===== config.mk =====
export PLATFORM = sky130hd
export DESIGN_NAME = bus_decoder
export DESIGN_NICKNAME = d
export VERILOG_FILES = /design/src/rtl/bus_decoder.sv
export SDC_FILE = /design/constraint.sdc
export NUM_CORES = 1
export LEC_CHECK = 0
export BUFFER_PORTS_ARGS = -buffer_cell sky130_fd_sc_hd__buf_4
export CELL_PAD_IN_SITES_DETAIL_PLACEMENT = 2
export CELL_PAD_IN_SITES_GLOBAL_PLACEMENT = 2
export CORE_AREA = 2 2 290 292
export DETAILED_ROUTE_END_ITERATION = 10
export DIE_AREA = 0 0 292 294
export PLACE_DENSITY_LB_ADDON = 0.08
export SETUP_SLACK_MARGIN = 0.3
export SLEW_MARGIN = 20
export SYNTH_ARGS = -nofsm -noshare
export SYNTH_HDL_FRONTEND = slang
export SYNTH_SLANG_ARGS = --single-unit

===== constraint.sdc =====
create_clock -name clock -period 5.35 [get_ports clock]
set_clock_uncertainty 0.05 [all_clocks]
set_input_delay 1.3375 -clock clock [delete_from_list [all_inputs] [get_ports clock]]
set_output_delay 1.3375 -clock clock [all_outputs]
set_load 0.05 [all_outputs]

===== src/rtl/bus_decoder.sv =====
// Purpose : processor-bus address decoder with memory/IO chip selects, read-data steering and ready/bus_error handshake.
// Latency : selects combinational; memory ready MEM_WAIT cycles after request, IO write 1 cycle, IO read on device valid or bus_error after IO_TIMEOUT.
// Backpress: CPU holds read/write until ready/bus_error; a held request never retriggers until both drop.
//
// Ports:
//   clock, reset                     clock and synchronous active-high reset
//   address[29:0]                    word address (byte address [31:2])
//   read, write                      CPU requests, held until completion
//   region_cs / io_cs                one-hot selects, decoded from address only
//   region_data_in / io_data_in      packed per-target read data, target n at [32n+31:32n]
//   io_data_valid                    per-device read data valid
//   data_out                         registered read data, updated only by successful reads
//   ready, bus_error                 single-cycle completion pulses
// Optional feature macro: BUS_DECODER_STATS_EN adds error_count and error_address.
module bus_decoder #(
    parameter int          NUM_REGIONS = 4,
    parameter int          NUM_IO      = 16,
    parameter logic [7:0]  IO_CLASS    = 8'h0f,
    parameter int          MEM_WAIT    = 1,
    parameter int          IO_TIMEOUT  = 32
) (
    input  logic                       clock,
    input  logic                       reset,
    input  logic [29:0]                address,
    input  logic                       read,
    input  logic                       write,
    output logic [NUM_REGIONS-1:0]     region_cs,
    output logic [NUM_IO-1:0]          io_cs,
    input  logic [32*NUM_REGIONS-1:0]  region_data_in,
    input  logic [32*NUM_IO-1:0]       io_data_in,
    input  logic [NUM_IO-1:0]          io_data_valid,
    output logic [31:0]                data_out,
    output logic                       ready,
`ifdef BUS_DECODER_STATS_EN
    output logic                       bus_error,
    output logic [15:0]                error_count,
    output logic [29:0]                error_address
`else
    output logic                       bus_error
`endif
);

    typedef enum logic [1:0] {
        S_IDLE   = 2'd0,
        S_ACCESS = 2'd1,
        S_DONE   = 2'd2
    } state_t;

    localparam logic [7:0] MEM_LAST = 8'(MEM_WAIT - 1);
    localparam logic [7:0] IO_LAST  = 8'(IO_TIMEOUT - 1);

    state_t      r_state;
    state_t      w_state_nxt;
    logic [7:0]  r_cnt;
    logic        r_is_write;
    logic [31:0] r_data_out;

    logic [7:0]  w_hi;
    logic [5:0]  w_idx;
    logic        w_is_mem;
    logic        w_is_io;
    logic [31:0] w_mem_dat;
    logic [31:0] w_io_dat;
    logic        w_io_vld;
    logic        w_ready;
    logic        w_error;
    logic        w_cap;
    logic [31:0] w_cap_dat;
    logic        w_unused;

    // Byte address [23:8] plays no part in decoding.
    assign w_unused = ^address[21:6];

    assign w_hi     = address[29:22];
    assign w_idx    = address[5:0];
    assign w_is_mem = int'(w_hi) < NUM_REGIONS;
    // Memory decode wins if IO_CLASS ever overlaps the region range, keeping selects one-hot.
    assign w_is_io  = !w_is_mem && (w_hi == IO_CLASS) && (int'(w_idx) < NUM_IO);

    always_comb begin
        region_cs = '0;
        w_mem_dat = '0;
        for (int n = 0; n < NUM_REGIONS; n++) begin
            if (int'(w_hi) == n) begin
                region_cs[n] = 1'b1;
                w_mem_dat    = region_data_in[32*n +: 32];
            end
        end
    end

    always_comb begin
        io_cs    = '0;
        w_io_dat = '0;
        w_io_vld = 1'b0;
        for (int n = 0; n < NUM_IO; n++) begin
            if (w_is_io && (int'(w_idx) == n)) begin
                io_cs[n] = 1'b1;
                w_io_dat = io_data_in[32*n +: 32];
                w_io_vld = io_data_valid[n];
            end
        end
    end

    // Completion pulses are driven during the final ACCESS cycle so the CPU sees
    // ready in the same cycle a device raises its valid; read data lands in
    // data_out on the edge that closes that cycle.
    always_comb begin
        w_state_nxt = r_state;
        w_ready     = 1'b0;
        w_error     = 1'b0;
        w_cap       = 1'b0;
        w_cap_dat   = w_mem_dat;
        case (r_state)
            S_IDLE: begin
                if (read || write) begin
                    w_state_nxt = S_ACCESS;
                end
            end
            S_ACCESS: begin
                if (!w_is_mem && !w_is_io) begin
                    w_error     = 1'b1;
                    w_state_nxt = S_DONE;
                end else if (w_is_mem) begin
                    if (r_cnt == MEM_LAST) begin
                        w_ready     = 1'b1;
                        w_cap       = !r_is_write;
                        w_state_nxt = S_DONE;
                    end
                end else if (r_is_write) begin
                    w_ready     = 1'b1;
                    w_state_nxt = S_DONE;
                end else if (w_io_vld) begin
                    // Valid in the timeout cycle still completes successfully.
                    w_ready     = 1'b1;
                    w_cap       = 1'b1;
                    w_cap_dat   = w_io_dat;
                    w_state_nxt = S_DONE;
                end else if (r_cnt == IO_LAST) begin
                    w_error     = 1'b1;
                    w_state_nxt = S_DONE;
                end
            end
            S_DONE: begin
                if (!read && !write) begin
                    w_state_nxt = S_IDLE;
                end
            end
            default: begin
                w_state_nxt = S_IDLE;
            end
        endcase
    end

    always_ff @(posedge clock) begin
        if (reset) begin
            r_state    <= S_IDLE;
            r_cnt      <= '0;
            r_is_write <= 1'b0;
            r_data_out <= '0;
        end else begin
            r_state <= w_state_nxt;
            if (r_state == S_IDLE && (read || write)) begin
                r_cnt      <= '0;
                // Simultaneous read and write is handled as a write.
                r_is_write <= write;
            end else if (r_state == S_ACCESS && r_cnt != 8'hff) begin
                r_cnt <= r_cnt + 8'd1;
            end
            if (w_cap) begin
                r_data_out <= w_cap_dat;
            end
        end
    end

    // Gating with reset drops any pulse from an access being abandoned this cycle.
    assign ready     = w_ready & ~reset;
    assign bus_error = w_error & ~reset;
    assign data_out  = r_data_out;

`ifdef BUS_DECODER_STATS_EN
    logic [15:0] r_error_count;
    logic [29:0] r_error_address;

    always_ff @(posedge clock) begin
        if (reset) begin
            r_error_count   <= '0;
            r_error_address <= '0;
        end else if (w_error) begin
            if (r_error_count != 16'hffff) begin
                r_error_count <= r_error_count + 16'd1;
            end
            r_error_address <= address;
        end
    end

    assign error_count   = r_error_count;
    assign error_address = r_error_address;
`endif

endmodule


# Word level (Yosys, flattened, before mapping)
# Index checks and enable logic that the tools add are counted.
# Widths: inputs -> output; s select.
# totals
regBits	43
latch_bits	0
ram_bits	0
mem_bits_ro	0
in_bits	690
out_inout_bits	54
word_cells	158
memories	0
# classes
addsub	1
multipliers	0
n_div	0
order_cmp	2
eq_ne	27
n_shift	0
muxes	87
bitwise	3
n_reduce_logical	34
# op_table
operator	n
$mux 32	25
$mux 1	53
$eq 6x5->1 const B	8
$eq 6x4->1 const B	4
$logic_and 1x1->1	22
$eq 8x3->1 const B	2
$logic_not 8->1	2
$mux 2	8
$eq 6x3->1 const B	2
$add 8x1->8 const B	1
$eq 8x2->1 const B	1
$eq 8x4->1 const B	1
$eq 8x5->1 const B	1
$lt 8x3->1 const B	1
$ne 8x8->1 const B	1
$eq 6x2->1 const B	1
$logic_not 6->1	1
$lt 6x5->1 const B	1
$ne 6x6->1 const B	1
$pmux 2 s3	1
$logic_not 1->1	5
$ne 2x2->1 const B	2
$ne 4x4->1 const B	1
$reduce_and 4->1	1
other kinds (7)	8

# Depth between registers and ports, before layout
# logic_depth
ltp_word	27
mapped_depth	13
mapped_depth_nobuf	11

# Worst setup path before layout
# OpenSTA, ideal clock, no wires.
# synth_path
path_type	input to output
start	in address[26]
end	out bus_error
t_arrival_ns	4.406
t_required_ns	3.963
setup_slack_ns	-0.443
stages	9
path_cell_list	or4_1 > buf_2 > or4_4 > buf_6 > o22ai_2 > o31a_1 > o21bai_1 > nand2b_1 > a2111oi_2
# synth_via
elab_chain_cells	27
word_cells_on_any_way	45
cone_classes	order compare: 1; eq/ne: 1; mux: 21; bitwise: 1; reduce/logical: 21
# synth_rtl
item	line	rtl
start: declaration	24	input logic [29:0] address,
$lt 8x3->1	76	assign w_is_mem = int'(w_hi) < NUM_REGIONS;
$logic_not 1->1	78, 120	
$logic_and 1x1->1 (2 in series)	78	assign w_is_io = !w_is_mem && (w_hi == IO_CLASS) && (int'(w_idx) < NUM_IO);
$logic_and 1x1->1	96	if (w_is_io && (int'(w_idx) == n)) begin
$mux 1 (16 in series)	96	
$mux 1	132	end else if (w_io_vld) begin
$mux 1	129	end else if (r_is_write) begin
$mux 1	123	end else if (w_is_mem) begin
$mux 1 (*)	120	if (!w_is_mem && !w_is_io) begin
$mux 1 (*)	113	case (r_state)
$and 1x1->1 (*)	177	assign bus_error = w_error & ~reset;
end: declaration	39	output logic bus_error
# Every way passes the cells marked *; elsewhere a longest branch is shown, timed or not.

# Worst setup path after layout
# layout_path
start	in address[4]
end	out bus_error
# layout_via
elab_chain_cells	25
word_cells_on_any_way	58
cone_classes	order compare: 1; eq/ne: 15; mux: 21; bitwise: 1; reduce/logical: 20
# layout_rtl
item	line
$lt 6x5->1	78
$logic_and 1x1->1	78
$logic_and 1x1->1	96
$mux 1 (16 in series)	96
$mux 1	132
$mux 1	129
$mux 1	123
$mux 1 (*)	120
$mux 1 (*)	113
$and 1x1->1 (*)	177
# Marks and branches as above.

==> impl_metrics.json <==
{
  "peakVddDrop_v": 0.0000953,
  "h-tree-depth": 2,
  "grt_max_degree": 42,
  "worst_slew_pin_slew_ns": 0.925,
  "cts.reportedPaths.clkPinSlew_ns": 0.07,
  "cts-root-buf": "clkbuf_16",
  "r2r_slack_ns": 2.12,
  "io_pins": 744,
  "timing.final.crit_share": 0.976,
  "min_from": "data_out[23]",
  "async_reset_ff_frac": 0,
  "yosysTopAreaCellShare": 0.126,
  "antenna_found_initial": 14,
  "drc": 0,
  "slew_headroom": 0.383,
  "crit_family": "simple AND/OR/NAND/NOR gates",
  "die_area_um2": 85800,
  "seq_area_frac_synth": 0.126,
  "critPathArrivalTime_ns": 3.83,
  "place_inst": 2766,
  "fillers": 9720,
  "holdWs_ns": 0.427,
  "wirelength_mm": 86.3,
  "synth_edf_count": 0,
  "pwr_density_cell_nw_per_um2": 90.6,
  "crit_top_cell": "buf_4",
  "placed_area_um2": 14200,
  "layout-drive-gt1-share": 0.557,
  "post-route-cell-area_um2": 14700,
  "cts_hold_buf": 0,
  "dpl.hpwl_mm": 75.2,
  "clockBufferDepth": 2,
  "total_power_mw": 1.33,
  "critical_path_required_ns": 3.96,
  "cp_max_fo": 6,
  "core-area_um2": 82900,
  "final-setup-viol-count": 0,
  "r2r-start": "r_cnt[0]",
  "areaGrowthSynthToFinish_pct": 115,
  "ys_warn_count": 0,
  "worst-path-buf-inv": 3,
  "status": "completed",
  "drv_slew": 0,
  "wl_per_cell_um": 30.9,
  "yosys.area.top_type": "dfxtp_1",
  "dieHeight_um": 294,
  "finalHoldViolations": 0,
  "grt_pass1_wl_mm": 114,
  "fmax_mhz": 192,
  "yosysUniqueCellTypes": 86,
  "multiInputGateArea_um2": 5790,
  "synthesis.area_um2": 6850,
  "vias": 11600,
  "overflow": 0,
  "critPathLaunchType": "input pin",
  "slowest_stage": "or4_4",
  "hold_path_end": "data_out[23]",
  "layout_setup_ws_ns": 0.130,
  "start_util": 0.0826,
  "numPortBuffers": 727,
  "avgSynthCellArea_um2": 7.29,
  "antenna_left": 0,
  "rows": 106,
  "grt_use_total": 0.192,
  "path_class": "input pin to output pin",
  "reg2reg_depth": 11,
  "numCtsBuffers": 5,
  "cts_sinks": 43,
  "dr.pass1.iters": 6,
  "whs_path_depth": 2,
  "insertion_delay_ns": 0.31,
  "crit_path_max_incr_delay_ns": 0.55,
  "p_leak_nw": 6.39,
  "syn_inst": 939,
  "cp_cell_sequence": "buf_4 > buf_4 > or4b_4 > or4_4 > o22ai_4 > o31a_1 > o21bai_2 > nand2b_4 > a2111oi_4 > buf_6",
  "reg2reg_to": "data_out[5]",
  "synth_nets": 1631,
  "cp-end-kind": "output pin",
  "cts_tree": "done",
  "synth_most_common_cell": "nor2_1",
  "yosys-top-cells-count": "88 x nor2_1, 84 x a21oi_1, 74 x a22oi_1, 74 x nand2_1",
  "rsz0062_at_grt": "yes",
  "fin_util": 0.177,
  "regArea_um2": 861,
  "vias_per_cell": 4.14,
  "synth_flop_cell": "dfxtp_1",
  "min_period_ns": 5.22,
  "worstHoldPathType": "register to register",
  "pre_cts_ws_ns": -0.330,
  "drtIter0Drc": 458,
  "nNetsFinal": 2394,
  "post_layout_nonfiller_instances": 2794,
  "gp_congestion": 0.806,
  "netlist_top_cells_area": "dfxtp_1 13%, mux4_2 11%, a22oi_1 8.1%",
  "die_x_um": 292,
  "max_cap_viol_count": 0,
  "grt_pass1_vias": 13000,
  "tns_ns": 0,
  "ys_seq_elements": 43
}
==> per-layer routing <==
layer	up-vias	wire, um	track usage
li1	5344	-	-
met1	5797	35200	0.224
met2	388	46100	0.370
met3	23	4580	0.0420
met4	6	357	0.0128
met5	-	40	0
==> layout by cell type, fill, tap and decap left out, types with 4 or more instances in the layout <==
master,instances
nor2_2,4
clkbuf_16,5
nor2b_1,7
o22ai_1,45
nor3_4,5
nor3_1,21
nand2b_1,10
inv_2,5
buf_6,8
mux2i_1,9
nand3_1,29
a31oi_1,19
o21bai_1,12
buf_4,827
nor2_1,85
nor3_2,4
o21ai_1,9
nand2_1,74
nand4_1,26
o221ai_1,11
buf_12,5
a22oi_1,74
o21ai_0,44
a21oi_1,81
o211ai_1,5
and2_1,9
mux4_2,33
inv_1,10
diode_2,11
nor4_2,9
xor2_1,5
a211o_1,5
a222oi_1,15
a22o_1,14
o2111ai_1,4
dfxtp_1,43
a211oi_1,10
a221o_1,5
a221oi_1,27
nor4_4,7
==> power breakdown <==
group          internal, mW  leakage (nW)  total [mW]  switching [mW]
Combinational         0.404          5.95       0.619           0.215
Clock                 0.221        0.0838       0.384           0.163
Sequential            0.324         0.347       0.329         0.00470
Total                 0.949          6.39        1.33           0.383
==> area by class of cell <==
class,instances,area share
diodes,11,0.00187
clock buffers,5,0.00851
clock inverters,3,0.00298
inverters,18,0.00511
multi-input cells,792,0.394
flip-flops and latches,43,0.0586
well taps,1080,0.0919
repair buffers,842,0.437
==> what timing repair did <==
| action | 4_1_cts | 5_1_grt |
|---|---|---|
| endpoints found under the setup margin | 3 | 2 |
| resized for setup | 24 | 17 |
| pin swaps | 13 | 10 |
| setup buffers | 6 | 3 |
| endpoints found under the hold margin | 0 | 0 |
==> how the worst max path moves through the flow <==
stage	from	endpoint	cells past startpoint
floorplan	address[5]	bus_error	9
global placement	address[26]	bus_error	14
detailed placement	address[5]	ready	13
CTS	address[29]	ready	13
global route	address[26]	bus_error	15
finish	address[4]	bus_error	10
==> cells by family (layout without fill, tap and decap cells) <==
family	Yosys count	in the layout	synth area share
buf+inv	104	868	0.0685
simple gates	322	322	0.247
xor+xnor	7	7	0.00895
other cells	0	11	0
compound gates	417	417	0.421
mux	44	44	0.125
flops	43	43	0.126
fa+ha+maj	2	2	0.00365
==> sequential cells by signal (all words and copies together) (netlist names) <==
| signal | count |
|---|---|
| data_out | 32 |
| r_state | 2 |
| r_is_write | 1 |
| r_cnt | 8 |
==> worst reg2reg max path: cells and delay by family (launching register included) <==
kind                       cells  cell delay (ns)
buffers and inverters          2             0.41
DFF                            1             0.36
and+or+nand+nor                5             1.13
AOI/OAI and AO/OA              3             1.05
adders and majority gates      1             0.14
No activity file was read; power rests on OpenSTA's default activity.
